## config.mk

```make
export PLATFORM = sky130hd
export DESIGN_NAME = hazard_stall_controller
export DESIGN_NICKNAME = d
export VERILOG_FILES = /design/src/rtl/hazard_stall_controller.sv
export SDC_FILE = /design/constraint.sdc
export NUM_CORES = 1
export LEC_CHECK = 0
export CORE_ASPECT_RATIO = 0.9
export CORE_MARGIN = 2
export CORE_UTILIZATION = 41
export CTS_BUF_LIST = sky130_fd_sc_hd__clkbuf_16
export DETAILED_ROUTE_END_ITERATION = 10
export GPL_TIMING_DRIVEN = 0
export PLACE_DENSITY = 0.87
export RECOVER_POWER = 25
export SETUP_SLACK_MARGIN = 0.15
export SYNTH_ARGS = -nofsm -noshare
export SYNTH_HDL_FRONTEND = slang
export SYNTH_SLANG_ARGS = --single-unit
```

## constraint.sdc

```tcl
create_clock -name clk -period 2 [get_ports clk]
set_input_delay 0.4 -clock clk [delete_from_list [all_inputs] [get_ports clk]]
set_output_delay 0.4 -clock clk [all_outputs]
set_load 0.01 [all_outputs]
```

## src/rtl/hazard_stall_controller.sv

```systemverilog
// Purpose : ID/EX sequencing control. Handles load-use interlock, HI/LO interlock
//           around the multi-cycle MDU, and wrong-path flush on a taken branch in EX.
//           Owns the MDU busy sequencer and a saturating stall-cycle counter.
// Latency : stall/flush/enable outputs are combinational from the same cycle's
//           inputs. The MDU runs start(t) -> BUSY t+1..t+N -> DONE t+N+1.
// Backpressure: a stall freezes PC and IF/ID and injects a bubble into ID/EX.
//           A taken branch overrides any stall.
// Ports   : clk/rst (async, active-high); ID_* describe the instruction in ID;
//           EX_* describe the instruction in EX. PC_Write/IF_ID_Write/IF_ID_Flush/
//           ID_EX_Flush drive the pipeline registers. MD_Start/MD_Busy/MD_Done
//           drive the MDU. StallCount counts stalled cycles and saturates.
module hazard_stall_controller #(
   parameter int MULT_CYCLES = 4,
   parameter int DIV_CYCLES  = 32,
   parameter int CNT_W       = 6
) (
   input  logic        clk,
   input  logic        rst,
   input  logic [4:0]  ID_rs,
   input  logic [4:0]  ID_rt,
   input  logic        ID_UsesRs,
   input  logic        ID_UsesRt,
   input  logic        ID_UsesHiLo,
   input  logic        EX_MemRead,
   input  logic [4:0]  EX_WriteReg,
   input  logic        EX_MDStart,
   input  logic        EX_MDIsDiv,
   input  logic        EX_BranchTaken,
   output logic        PC_Write,
   output logic        IF_ID_Write,
   output logic        IF_ID_Flush,
   output logic        ID_EX_Flush,
   output logic        MD_Start,
   output logic        MD_Busy,
   output logic        MD_Done,
   output logic [15:0] StallCount
);

   typedef enum logic [1:0] {S_IDLE, S_BUSY, S_DONE} state_t;

   // The counter holds "remaining busy cycles minus one", so it is loaded with N-1.
   localparam logic [CNT_W-1:0] LP_MULT_LOAD = CNT_W'(MULT_CYCLES - 1);
   localparam logic [CNT_W-1:0] LP_DIV_LOAD  = CNT_W'(DIV_CYCLES - 1);

   state_t           r_state;
   state_t           w_state_nxt;
   logic [CNT_W-1:0] r_cnt;
   logic [CNT_W-1:0] w_cnt_nxt;
   logic [15:0]      r_stall_cnt;

   logic             w_load_use;
   logic             w_md_stall;
   logic             w_stall;
   logic             w_launch;

   // A launch is accepted in IDLE or DONE. In BUSY it is ignored, because a
   // HI/LO user is held in ID for the whole operation.
   assign w_launch = EX_MDStart && (r_state != S_BUSY);

   // State register
   always_ff @(posedge clk or posedge rst) begin
      if (rst) begin
         r_state <= S_IDLE;
         r_cnt   <= '0;
      end else begin
         r_state <= w_state_nxt;
         r_cnt   <= w_cnt_nxt;
      end
   end

   // Next-state logic
   always_comb begin
      w_state_nxt = r_state;
      w_cnt_nxt   = r_cnt;
      case (r_state)
         S_IDLE, S_DONE: begin
            if (EX_MDStart) begin
               w_state_nxt = S_BUSY;
               w_cnt_nxt   = EX_MDIsDiv ? LP_DIV_LOAD : LP_MULT_LOAD;
            end else begin
               w_state_nxt = S_IDLE;
            end
         end
         S_BUSY: begin
            if (r_cnt == '0) begin
               w_state_nxt = S_DONE;
            end else begin
               w_cnt_nxt = r_cnt - 1'b1;
            end
         end
         default: begin
            w_state_nxt = S_IDLE;
            w_cnt_nxt   = '0;
         end
      endcase
   end

   // Hazard detection. Register 0 is never a real dependency.
   assign w_load_use = EX_MemRead && (EX_WriteReg != 5'd0) &&
                       ((ID_UsesRs && (EX_WriteReg == ID_rs)) ||
                        (ID_UsesRt && (EX_WriteReg == ID_rt)));
   assign w_md_stall = ID_UsesHiLo && ((r_state == S_BUSY) || EX_MDStart);
   assign w_stall    = w_load_use || w_md_stall;

   // Output logic. While reset is held the pipeline runs free and nothing launches.
   always_comb begin
      PC_Write    = 1'b1;
      IF_ID_Write = 1'b1;
      IF_ID_Flush = 1'b0;
      ID_EX_Flush = 1'b0;
      MD_Start    = 1'b0;
      MD_Busy     = (r_state == S_BUSY);
      MD_Done     = (r_state == S_DONE);
      if (!rst) begin
         MD_Start = w_launch;
         if (EX_BranchTaken) begin
            // The ID instruction is wrong-path, so any stall it would cause is moot.
            IF_ID_Flush = 1'b1;
            ID_EX_Flush = 1'b1;
         end else if (w_stall) begin
            PC_Write    = 1'b0;
            IF_ID_Write = 1'b0;
            ID_EX_Flush = 1'b1;
         end
      end
   end

   // Saturating stall-cycle counter
   always_ff @(posedge clk or posedge rst) begin
      if (rst) begin
         r_stall_cnt <= 16'd0;
      end else if (!PC_Write && (r_stall_cnt != 16'hFFFF)) begin
         r_stall_cnt <= r_stall_cnt + 16'd1;
      end
   end

   assign StallCount = r_stall_cnt;

endmodule

```

; ---- After elaboration in Yosys (flattened, before gate mapping)
; Index checks and enable logic that the tools add are counted.
[totals]
register_bits = 24
elab_cells = 46
inputBits = 24
output_inout_bits = 23
[op_classes]
add_sub_neg = 2
reduce_logical = 16
n_eq_ne = 9
mux = 16
[ops]
columns = cell, n
row1 = 16-bit by 1-bit adder with 16-bit output (second input constant), 1
row2 = 16-bit inequality test (second input constant), 1
row3 = 6-bit two-way mux, 2
row4 = 6-bit one-hot mux with 2 select lines, 1
row5 = 5-bit equality test, 2
row6 = 1-bit two-way mux, 10
row7 = 1-bit logical AND, 7
row8 = 6-bit zero test, 1
row9 = 6-bit by 1-bit subtractor with 6-bit output (second input constant), 1
row10 = 5-bit two-way mux, 1
row11 = 5-bit nonzero test, 1
row12 = 2-bit by 1-bit inequality test with 1-bit output (second input constant), 2
row13 = 2-bit inequality test (second input constant), 2
row14 = 2-bit one-hot mux with 2 select lines, 1
row15 = 1-bit logical OR, 3
row16 = 2-bit by 1-bit equality test with 1-bit output (second input constant), 1
row17 = 2-bit equality test (second input constant), 1
row18 = 2-bit zero test, 1
row19 = 2-bit two-way mux, 1
row20 = 2-bit AND reduction, 1
row21 = 2-bit OR reduction, 1
row22 = 1-bit zero test, 1

; ---- Logic depth before layout (Yosys ltp)
[logic_depth]
word_depth = 10
mapped_depth = 9
ltp_nobuf = 7

; ---- Worst setup path before layout
; OpenSTA, ideal clock, no wires.
[synth_timing]
kind = input-to-output
startpoint = in EX_WriteReg[1]
endpoint = out PC_Write
path_buffers = 2
path_stages = 7
arrival_time_ns = 1.700
setup_slack_ns = -0.100
t_required_ns = 1.600
cell_sequence = or4_1 -> o21ai_1 -> or3_4 -> o32ai_4 -> buf_6 -> inv_1 -> buf_4
[synth_between]
elab_chain_len = 8
word_cells_on_any_way = 12
cone_classes = eq/ne: 2 / mux: 3 / reduce/logical: 7
[synth_lines]
columns = element, line
row1 = from (decl), 25  ; input logic [4:0] EX_WriteReg,
row2 = "5-bit equality test, on equally long branches", "100, 101"
row3 = "1-bit logical AND, on equally long branches", "100, 101"
row4 = 1-bit logical OR, 100  ; ((ID_UsesRs && (EX_WriteReg == ID_rs)) ||
row5 = 1-bit logical AND *, 99  ; assign w_load_use = EX_MemRead && (EX_WriteReg != 5'd0) &&
row6 = 1-bit logical OR *, 103  ; assign w_stall = w_load_use || w_md_stall;
row7 = 1-bit two-way mux * (3 in a row), -
row8 = to (decl), 29  ; output logic PC_Write,
; Every way passes the cells marked *; elsewhere a longest branch is shown, timed or not.

; ---- Worst setup path after layout
[layout_timing]
startpoint = in EX_WriteReg[4]
endpoint = out PC_Write
[layout_between]
elab_chain_len = 8
word_cells_on_any_way = 12
cone_classes = eq/ne: 2 / mux: 3 / reduce/logical: 7
[layout_lines]
columns = element, line
row1 = "5-bit equality test, on equally long branches", "100, 101"
row2 = "1-bit logical AND, on equally long branches", "100, 101"
row3 = 1-bit logical OR, 100
row4 = 1-bit logical AND *, 99
row5 = 1-bit logical OR *, 103
row6 = 1-bit two-way mux *, 120  ; end else if (w_stall) begin
row7 = 1-bit two-way mux *, 116  ; if (EX_BranchTaken) begin
row8 = 1-bit two-way mux *, 114  ; if (!rst) begin
; Marked as above.

==> out/summary.txt <==
Outcome: finished with violations
Violations in the final reports: negative setup slack
Number of buffers created by CTS: 3
Die height: 60.9 microns
Maximum clock insertion buffer count: 2
Port Buf Inserts: 46
Final-stage net count: 248
Number of synthesized register bits: 24
Critical path capture point type: primary output
# rows: 20
Pwr dens: 973 mW/mm^2
Max Cap Violations: 0
Portion of the post-synthesis area used by sequential elements: 40.7%
Number of enable-type register cells in the synthesized netlist: 0
Total placed cells including tap cells: 241
Total global routing overflow: 0
Number of antenna violations at the first check in global routing: 0
Floorplan die area: 0.00410 sq mm
Root buffer cell: sky130_fd_sc_hd__clkbuf_16
Setup repair after global routing missed its margin: true
Final Max Slew Viols: 0
Skew-Pair Late Insertion Delay: 260 ps
First-pass GRT wire length: 6850 microns
Number of synthesis warnings: 0
Width of the die: 67.3 microns
Fraction of layout cells with a size suffix above 1: 34.1%
Required time of the critical path: 1600 ps
Vias in the first global route: 1445
Post-route minimum period: 2170 ps
Clock tree from TritonCTS: built
Reg clk slew, reported paths: 60 ps
Post-synthesis cell type count: 37
Setup Crit Path Kind: in2out
GRT Resource Usage Total: 23.1%
Highest fanout seen on the critical path: 3
DRC violation total after the first TritonRoute iteration: 105
Routed wire length per instance: 16.5 microns
Worst R2R Path Depth: 7
Instance count along the most critical hold path: 1
Top library cells by usage in the layout, fill and taps aside: 24 x sky130_fd_sc_hd__dfrtp_1, 21 x sky130_fd_sc_hd__clkdlybuf4s50_1, 16 x sky130_fd_sc_hd__buf_4
Gate count after technology mapping: 151
Syn Area/Cell: 9.78 sq um
Detailed-route DRC error count: 0
Worst endpoint data arrival time: 1770 ps
Antenna Violating Nets Remaining: 0
Worst supply voltage drop on vdd: 0.000552 V
First-pass iteration count of the detailed router: 4
Largest net degree at the start of global routing: 25
Worst clock skew: 3.95 ps
Ordered cell list for the critical path: buf_8, or4_4, o21ai_4, or3_4, o32ai_4, buf_6, inv_4, buf_6, buf_6
Initial cell density of the core: 43.4%
Number of antenna repair diodes: 0
Routed via count divided by cell count: 5.38
Mapped Area: 0.00148 sq mm
Worst Setup Slack, final: -170 ps
Flop2flop setup slack: 120 ps
Maximum frequency from static timing analysis: 461 MHz
Final wirelength: 4350 microns
Master of the slowest instance on the critical path: sky130_fd_sc_hd__or4_4
Core footprint: 0.00340 sq mm
Reg2reg end: StallCount[1]
Most common cell after layout, fill and taps aside: sky130_fd_sc_hd__dfrtp_1
Worst min-delay path startpoint: StallCount[10]
Worst Hold Path EP: StallCount[10]
Count of non-filler cells in the finished layout: 264
Total half-perimeter wirelength after legalization and detailed placement: 2510 microns
Static Leakage: 1.02 nW
Type of element launching the critical path: primary input
Hold WC Path Type: reg2reg
H-tree depth reported by CTS: 1
Top flip-flop cell by instance count after synthesis: sky130_fd_sc_hd__dfrtp_1
Total number of vias: 1420
Number of clock sinks: 24
Reg-to-Reg Start: StallCount[0]
Number of top-level pins: 47
Worst max-slew margin expressed relative to the limit: 38.1%
Asr flop ratio synth: 100%
Synthesized net count: 178
Longest individual stage delay on the worst path: 540 ps
Slew @ Worst Pin: 927 ps
Final worst path period share: 108%
Final setup violation count: 3
Total count of hold-check failures in the final report: 0
Weighted congestion reported at the end of routability-driven placement: 0.905
Top cell by count, worst path: sky130_fd_sc_hd__buf_6
Post-route worst hold slack: 515 ps
Synth-to-layout area growth: 62.0%
==> critical path, delay by kind of cell <==
kind / cells / cell delay (ps)
compound gates: 2 / 220
buf+inv: 5 / 460
simple gates: 2 / 680
==> where the power goes <==
group	internal, mW	leakage (nW)	switching (mW)
clock network	0.398	0.0511	0.175
logic	0.516	0.659	0.497
registers	0.606	0.314	0.134
==> flip-flops by register name (all words and copies together), names as in the netlist <==
signal,cells
r_cnt,6
StallCount,16
r_state,2
==> cell usage after synthesis (2+ instances only) <==
master | count | area, sq um
sky130_fd_sc_hd__inv_1 | 7 | 26.3
sky130_fd_sc_hd__nand4_1 | 6 | 37.5
sky130_fd_sc_hd__nand2_1 | 5 | 18.8
sky130_fd_sc_hd__a21oi_1 | 5 | 25.0
sky130_fd_sc_hd__and3_1 | 3 | 18.8
sky130_fd_sc_hd__ha_1 | 3 | 37.5
sky130_fd_sc_hd__nand3b_2 | 2 | 22.5
sky130_fd_sc_hd__a21o_1 | 2 | 15.0
sky130_fd_sc_hd__a31oi_1 | 3 | 18.8
sky130_fd_sc_hd__o22ai_1 | 2 | 12.5
sky130_fd_sc_hd__or4_1 | 2 | 15.0
sky130_fd_sc_hd__dfrtp_1 | 24 | 601
sky130_fd_sc_hd__buf_4 | 3 | 22.5
sky130_fd_sc_hd__and4_1 | 2 | 17.5
sky130_fd_sc_hd__nand3_1 | 5 | 25.0
sky130_fd_sc_hd__nor2b_1 | 4 | 25.0
sky130_fd_sc_hd__nor4_1 | 3 | 18.8
sky130_fd_sc_hd__nor2_1 | 13 | 48.8
sky130_fd_sc_hd__and2_1 | 2 | 12.5
sky130_fd_sc_hd__xor2_1 | 8 | 70.1
sky130_fd_sc_hd__xnor2_1 | 18 | 158
sky130_fd_sc_hd__nor3_1 | 3 | 15.0
sky130_fd_sc_hd__nand3_2 | 6 | 60.1
sky130_fd_sc_hd__o21ai_0 | 7 | 35.0
==> layer usage <==
metal / global-route usage [%] / vias up / part of all wire [%]
met2: 43.6 / 52 / 55
met1: 26.0 / 693 / 39
met4: 11.4 / 0 / 1.4
met3: 2.60 / 4 / 4.5
met5: 0 / - / 0
li1: - / 671 / -
==> stage by stage <==
stage	power [mW]	worst slack (ps)	setup TNS (ps)	utilization (%)	cell area [sq um]
floorplan	1.19	-38.5	-38.5	-	1500
global placement	1.46	-1120	-8980	59.2	2020
detailed placement	1.49	-1160	-10050	59.2	2020
CTS	2.23	-155	-265	67.8	2310
global route	2.46	-220	-521	70.3	2390
finish	2.33	-170	-349	70.3	2390
==> worst max-delay path by stage <==
stage	startpoint	endpoint	slack, ps	cells after the start
after floorplan	EX_WriteReg[1]	PC_Write	-40	7
after global placement	EX_WriteReg[1]	PC_Write	-1120	9
after CTS	EX_WriteReg[4]	PC_Write	-150	9
after detailed placement	EX_WriteReg[1]	PC_Write	-1160	9
after global routing	EX_WriteReg[4]	PC_Write	-220	9
final	EX_WriteReg[4]	PC_Write	-170	9
==> layout make-up <==
| cell class | count | area (sq um) |
|---|---|---|
| repair buffers | 65 | 576 |
| multi-input cells | 114 | 951 |
| flip-flops and latches | 24 | 601 |
| fillers | 267 | 1010 |
| clock inverters | 1 | 30.0 |
| inverters | 8 | 45.0 |
| plain buffers | 5 | 60.1 |
| well taps | 44 | 55.1 |
| clock buffers | 3 | 75.1 |
==> logic make-up (layout without fill, tap and decap cells) <==
| logic type | Yosys count | count (layout) | share of synthesized area (%) |
|---|---|---|---|
| compound gates | 24 | 24 | 11.2 |
| xor+xnor | 26 | 26 | 15.4 |
| fa+ha+maj | 3 | 3 | 2.54 |
| buf+inv | 13 | 82 | 4.66 |
| flops | 24 | 24 | 40.7 |
| mux | 1 | 1 | 0.763 |
| simple gates | 60 | 60 | 24.7 |
==> what timing repair did <==
action                                  in CTS  in global routing
pin swaps                                   22                 10
setup buffers                               16                  3
endpoints found under the hold margin        0                  0
hold buffers                                 0                  0
endpoints found under the setup margin      23                 21
resized for setup                           92                 11
Power figures use the tool's default switching activity.
